==> src/rtl/seg7_scan_controller.sv <==
// rtl/seg7_scan_controller.sv - multiplexed common-anode 7-segment scanner with frame-synchronous double buffering
module seg7_scan_controller #(
    parameter int DIGITS       = 4,
    parameter int PRESCALE     = 1000,
    parameter int BLANK_CYCLES = 16
) (
    input  logic                  clock,
    input  logic                  reset_n,
    input  logic                  enable,
    input  logic                  load,
    input  logic [4*DIGITS-1:0]   value,
    input  logic [DIGITS-1:0]     dp,
    input  logic                  suppress_zeros,
    output logic [6:0]            segments,
    output logic                  dp_n,
    output logic [DIGITS-1:0]     digit_n,
    output logic                  frame_done
);

    localparam int CW = (PRESCALE > 1) ? $clog2(PRESCALE) : 1;
    localparam int IW = (DIGITS > 1) ? $clog2(DIGITS) : 1;

    localparam logic [1:0] S_IDLE  = 2'd0;
    localparam logic [1:0] S_BLANK = 2'd1;
    localparam logic [1:0] S_SHOW  = 2'd2;

    localparam logic [CW-1:0] CNT_LAST   = CW'(PRESCALE - 1);
    localparam logic [CW-1:0] BLANK_LAST = CW'(BLANK_CYCLES - 1);
    localparam logic [IW-1:0] IDX_LAST   = IW'(DIGITS - 1);

    logic [1:0]          state, state_nx;
    logic [CW-1:0]       cnt, cnt_nx;
    logic [IW-1:0]       idx, idx_nx;
    logic                frame_end;
    logic                commit;

    logic [4*DIGITS-1:0] shadow_val, disp_val;
    logic [DIGITS-1:0]   shadow_dp, disp_dp;
    logic                pending;

    logic [3:0]          nibble;
    logic                upper_zero;
    logic                blank_digit;
    logic [DIGITS-1:0]   one_hot;

    function automatic logic [6:0] hex_to_seg(input logic [3:0] nib);
        case (nib)
            4'h0:    return 7'b1000000;
            4'h1:    return 7'b1111001;
            4'h2:    return 7'b0100100;
            4'h3:    return 7'b0110000;
            4'h4:    return 7'b0011001;
            4'h5:    return 7'b0010010;
            4'h6:    return 7'b0000010;
            4'h7:    return 7'b1111000;
            4'h8:    return 7'b0000000;
            4'h9:    return 7'b0010000;
            4'hA:    return 7'b0001000;
            4'hB:    return 7'b0000011;
            4'hC:    return 7'b1000110;
            4'hD:    return 7'b0100001;
            4'hE:    return 7'b0000110;
            default: return 7'b0001110;
        endcase
    endfunction

    always_comb begin
        state_nx  = state;
        cnt_nx    = cnt;
        idx_nx    = idx;
        frame_end = 1'b0;
        if (!enable) begin
            state_nx = S_IDLE;
            cnt_nx   = '0;
            idx_nx   = '0;
        end else begin
            case (state)
                S_IDLE: begin
                    state_nx = S_BLANK;
                    cnt_nx   = '0;
                    idx_nx   = '0;
                end
                S_BLANK: begin
                    cnt_nx = cnt + CW'(1);
                    if (cnt == BLANK_LAST) state_nx = S_SHOW;
                end
                S_SHOW: begin
                    if (cnt == CNT_LAST) begin
                        state_nx = S_BLANK;
                        cnt_nx   = '0;
                        if (idx == IDX_LAST) begin
                            idx_nx    = '0;
                            frame_end = 1'b1;
                        end else begin
                            idx_nx = idx + IW'(1);
                        end
                    end else begin
                        cnt_nx = cnt + CW'(1);
                    end
                end
                default: state_nx = S_IDLE;
            endcase
        end
    end

    // Frame start: entering BLANK for digit 0, from IDLE or from the last SHOW.
    assign commit = (state_nx == S_BLANK) && (state != S_BLANK) && (idx_nx == '0) && pending;

    always_ff @(posedge clock or negedge reset_n) begin
        if (!reset_n) begin
            state <= S_IDLE;
            cnt   <= '0;
            idx   <= '0;
        end else begin
            state <= state_nx;
            cnt   <= cnt_nx;
            idx   <= idx_nx;
        end
    end

    // A load coinciding with a commit refills the shadow, so pending must stay set.
    always_ff @(posedge clock or negedge reset_n) begin
        if (!reset_n) begin
            shadow_val <= '0;
            shadow_dp  <= '0;
            pending    <= 1'b0;
            disp_val   <= '0;
            disp_dp    <= '0;
        end else begin
            if (load) begin
                shadow_val <= value;
                shadow_dp  <= dp;
                pending    <= 1'b1;
            end else if (commit) begin
                pending <= 1'b0;
            end
            if (commit) begin
                disp_val <= shadow_val;
                disp_dp  <= shadow_dp;
            end
        end
    end

    always_comb begin
        upper_zero = 1'b1;
        one_hot    = '0;
        one_hot[idx] = 1'b1;
        for (int i = 0; i < DIGITS; i++) begin
            if (i >= int'(idx) && disp_val[4*i +: 4] != 4'h0) upper_zero = 1'b0;
        end
    end

    assign nibble      = disp_val[4*idx +: 4];
    assign blank_digit = suppress_zeros && (idx != '0) && upper_zero && !disp_dp[idx];

    always_ff @(posedge clock or negedge reset_n) begin
        if (!reset_n) begin
            segments   <= 7'h7F;
            dp_n       <= 1'b1;
            digit_n    <= '1;
            frame_done <= 1'b0;
        end else begin
            frame_done <= frame_end;
            if (enable && state == S_SHOW) begin
                digit_n  <= ~one_hot;
                segments <= blank_digit ? 7'h7F : hex_to_seg(nibble);
                dp_n     <= blank_digit ? 1'b1 : ~disp_dp[idx];
            end else begin
                digit_n  <= '1;
                segments <= 7'h7F;
                dp_n     <= 1'b1;
            end
        end
    end

endmodule
==> config.mk <==
export PLATFORM = sky130hd
export DESIGN_NAME = seg7_scan_controller
export DESIGN_NICKNAME = d
export VERILOG_FILES = /design/src/rtl/seg7_scan_controller.sv
export SDC_FILE = /design/constraint.sdc
export NUM_CORES = 1
export LEC_CHECK = 0
export BUFFER_PORTS_ARGS = -buffer_cell sky130_fd_sc_hd__buf_2
export CAP_MARGIN = 10
export CELL_PAD_IN_SITES_DETAIL_PLACEMENT = 0
export CELL_PAD_IN_SITES_GLOBAL_PLACEMENT = 2
export CORE_ASPECT_RATIO = 0.75
export CORE_MARGIN = 2
export CORE_UTILIZATION = 43
export CTS_CLUSTER_DIAMETER = 100
export DETAILED_ROUTE_END_ITERATION = 12
export HOLD_SLACK_MARGIN = 0.03
export PLACE_DENSITY = 0.9
export SLEW_MARGIN = 20
export SYNTH_ARGS = -nofsm -noshare
export SYNTH_HDL_FRONTEND = slang
export SYNTH_SLANG_ARGS = --single-unit
export TNS_END_PERCENT = 10
==> constraint.sdc <==
create_clock -name clock -period 3.15 [get_ports clock]
set_input_delay 0.1575 -clock clock [delete_from_list [all_inputs] [get_ports clock]]
set_output_delay 0.1575 -clock clock [all_outputs]
set_load 0.01 [all_outputs]
==> metrics <==
status=finished clean; TNS Setup=0 ns; commonest non-fill, non-tap cell in the layout=dfrtp_1; HPWL after detailed placement=4310 um; commonest cells after routing, fill and taps aside=dfrtp_1 (56), buf_2 (37), nand2_1 (22), mux2_2 (20), mux2_4 (20); Syn Nets=302; DP Cell Count=394; Port-buffer cells=37; gpl congestion=0.815; I/O Pins=38; Die Y-Extent=80.3 um; final setup violation count=0; R2R setup slack=0.51 ns; slowest library cell on the worst path=mux2_4; worst vdd ir=0.409 mV; worst hold slack=0.0386 ns; Synth warnings=0; root buffer cell=clkbuf_8; layout cells sized above 1=36.8%; worst hold path type=in2reg; grt total ovfl=0; post-synthesis area per instance=12.8 um2; vias after detailed routing=2170; post-CTS resize count=0; drt drc=0; non-filler instance count after layout=427; vias in the first global route=2109; Primary FF master, synth=dfrtp_1; CP Capture Type=flip-flop; library cells used by synthesis=46; initial antenna violation count=0; WL per Instance=14.8 um; Final ANT Viol Nets=0; first-pass GRT wire length=10700 um; nets=362; dpl cell area=3620 um2; Tcrit/Tclk final=83.7%; ys async rst share=100%; Clock Latency Late Sink=0.35 ns; Critical Path AT=2.87 ns; Slew Limit Headroom=51.5%; Num CTS Buffers=9; largest net degree at the start of global routing=49; leakage=1.83 nW; RSZ-0062 raised after global routing=no; register area share after synthesis=51.5%; FF+latch count, synth=68; clk sinks=68; Max Cap Viol=0; crit path time final=2.64 ns; critical setup path kind=reg2reg; final slew viol count=0; detailed router's first-iteration violation count=122; worst-margin pin slew=0.724 ns; fillers=645; FP Rows=27; antenna cell count=0; crit-path cells=ha_1 -> nand4_1 -> o31a_1 -> o221a_4 -> nor2_4 -> nand4_4 -> mux2_4; Pwr per Cell Area=566 nW/um2; startpoint types=flip-flop; CTS tree=built; initial core utilization=44.9%; Core ar.=7430 um2; Die Area=8480 um2; worst-path fanout max=20; Multi-input gate area=1530 um2; Chip Width=106 um; Routed WL=6300 um; Sequential Area=1720 um2; Worst-path clk slew=0.08 ns; Post-Syn Area=3330 um2; GRT Resource Usage Total=16.3%; critical path's largest stage delay=0.46 ns; Mapped Cells=261; Syn-to-layout area delta=19.9%; maximum clock path buffer count=2; Layout Skew=0.00714 ns; Fmax=379 MHz; Design Area, Final=4000 um2; # H-tree levels=3; drt pass-1 iters=4; Final Hold Vio Count=0; Crit path required time=3.38 ns; drt via density=5.08; Post-synth EDFFs=0
stage by stage:
stage	util, %	power, mW	setup slack (ns)
floorplan	-	1.40	0.993
global placement	48.7	1.51	0.608
detailed placement	48.7	1.52	0.562
CTS	53.4	2.29	0.535
global route	53.8	2.40	0.382
finish	53.8	2.26	0.513
cells by family (layout without fill, tap and decap cells):
logic type | after synthesis | after routing | synth area share (%)
buf+inv | 18 | 83 | 2.51
mux | 49 | 49 | 20.0
xor+xnor | 1 | 1 | 0.263
fa+ha+maj | 16 | 16 | 6.00
compound gates | 42 | 42 | 8.97
simple gates | 67 | 67 | 10.8
flops | 68 | 68 | 51.5
critical path: cells and delay by family, from the launching register on:
kind | cells | cell delay [ns]
flip-flops | 1 | 0.39
multiplexers | 1 | 0.46
adder cells (fa/ha/maj) | 1 | 0.22
AO/OA/AOI/OAI | 2 | 0.67
AND/OR/NAND/NOR | 3 | 0.77
timing repair:
item	4_1_cts	5_1_grt
hold buffers	14	3
endpoints found under the setup margin	0	0
buffers inserted	0	0
hold endpoints to repair	31	3
layout make-up:
type,instances,area share (%)
clock inverter,7,2.07
clock buffer,9,3.10
inverter,10,0.939
multi-input combinational,175,38.4
timing repair buffer,57,9.45
tap,101,3.16
sequential,68,42.9
layer usage:
| layer | vias to the layer above | wire [um] | part of all wire (%) | track usage [%] |
|---|---|---|---|---|
| met2 | 56 | 2630 | 42 | 22.5 |
| met1 | 1041 | 3320 | 53 | 24.0 |
| li1 | 1067 | - | - | - |
| met3 | 6 | 299 | 4.7 | 5.36 |
| met5 | - | 0 | 0 | 0 |
| met4 | 0 | 52 | 0.83 | 5.26 |
state kept, by name, indices dropped and copies added (netlist names), 2 cells and up:
signal / cells
disp_val: 16
shadow_val: 16
cnt: 10
segments: 7
digit_n: 4
disp_dp: 4
shadow_dp: 4
idx: 2
state: 2
power by group:
part	switching (mW)	total, mW	internal [mW]
logic	0.193	0.448	0.255
registers	0.0847	1.07	0.984
clock network	0.366	0.745	0.379
Yosys cell counts (3+ instances only):
cell      instances  area share [%]
nor2_1           14             1.6
and3_1            5            0.94
and2_1            3            0.56
mux2i_1           5             1.5
ha_1             16             6.0
dfstp_2          12             9.5
mux4_2            4             2.7
nand2_1          22             2.5
mux2_4           20             9.0
o31ai_1           3            0.68
nand3_1           5            0.75
nand2b_1          3            0.56
o221ai_1          3            0.79
dfrtp_1          56              42
inv_1            10             1.1
mux2_2           20             6.8
o21ai_0          15             2.3
clkbuf_1          5            0.56
nor4_1            4            0.75
path summary, 6_finish.rpt:
check,depth (start not counted),to,startpoint
setup / recovery,7,disp_dp[1],cnt[0]
hold / removal,2,shadow_val[12],value[12]
setup reg to reg,7,disp_dp[1],cnt[0]
hold reg to reg,1,disp_val[4],shadow_val[4]
max in group asynchronous,3,disp_val[15],reset_n
min in group asynchronous,2,shadow_val[9],reset_n
Note: power is estimated with default switching activity, not from simulation.
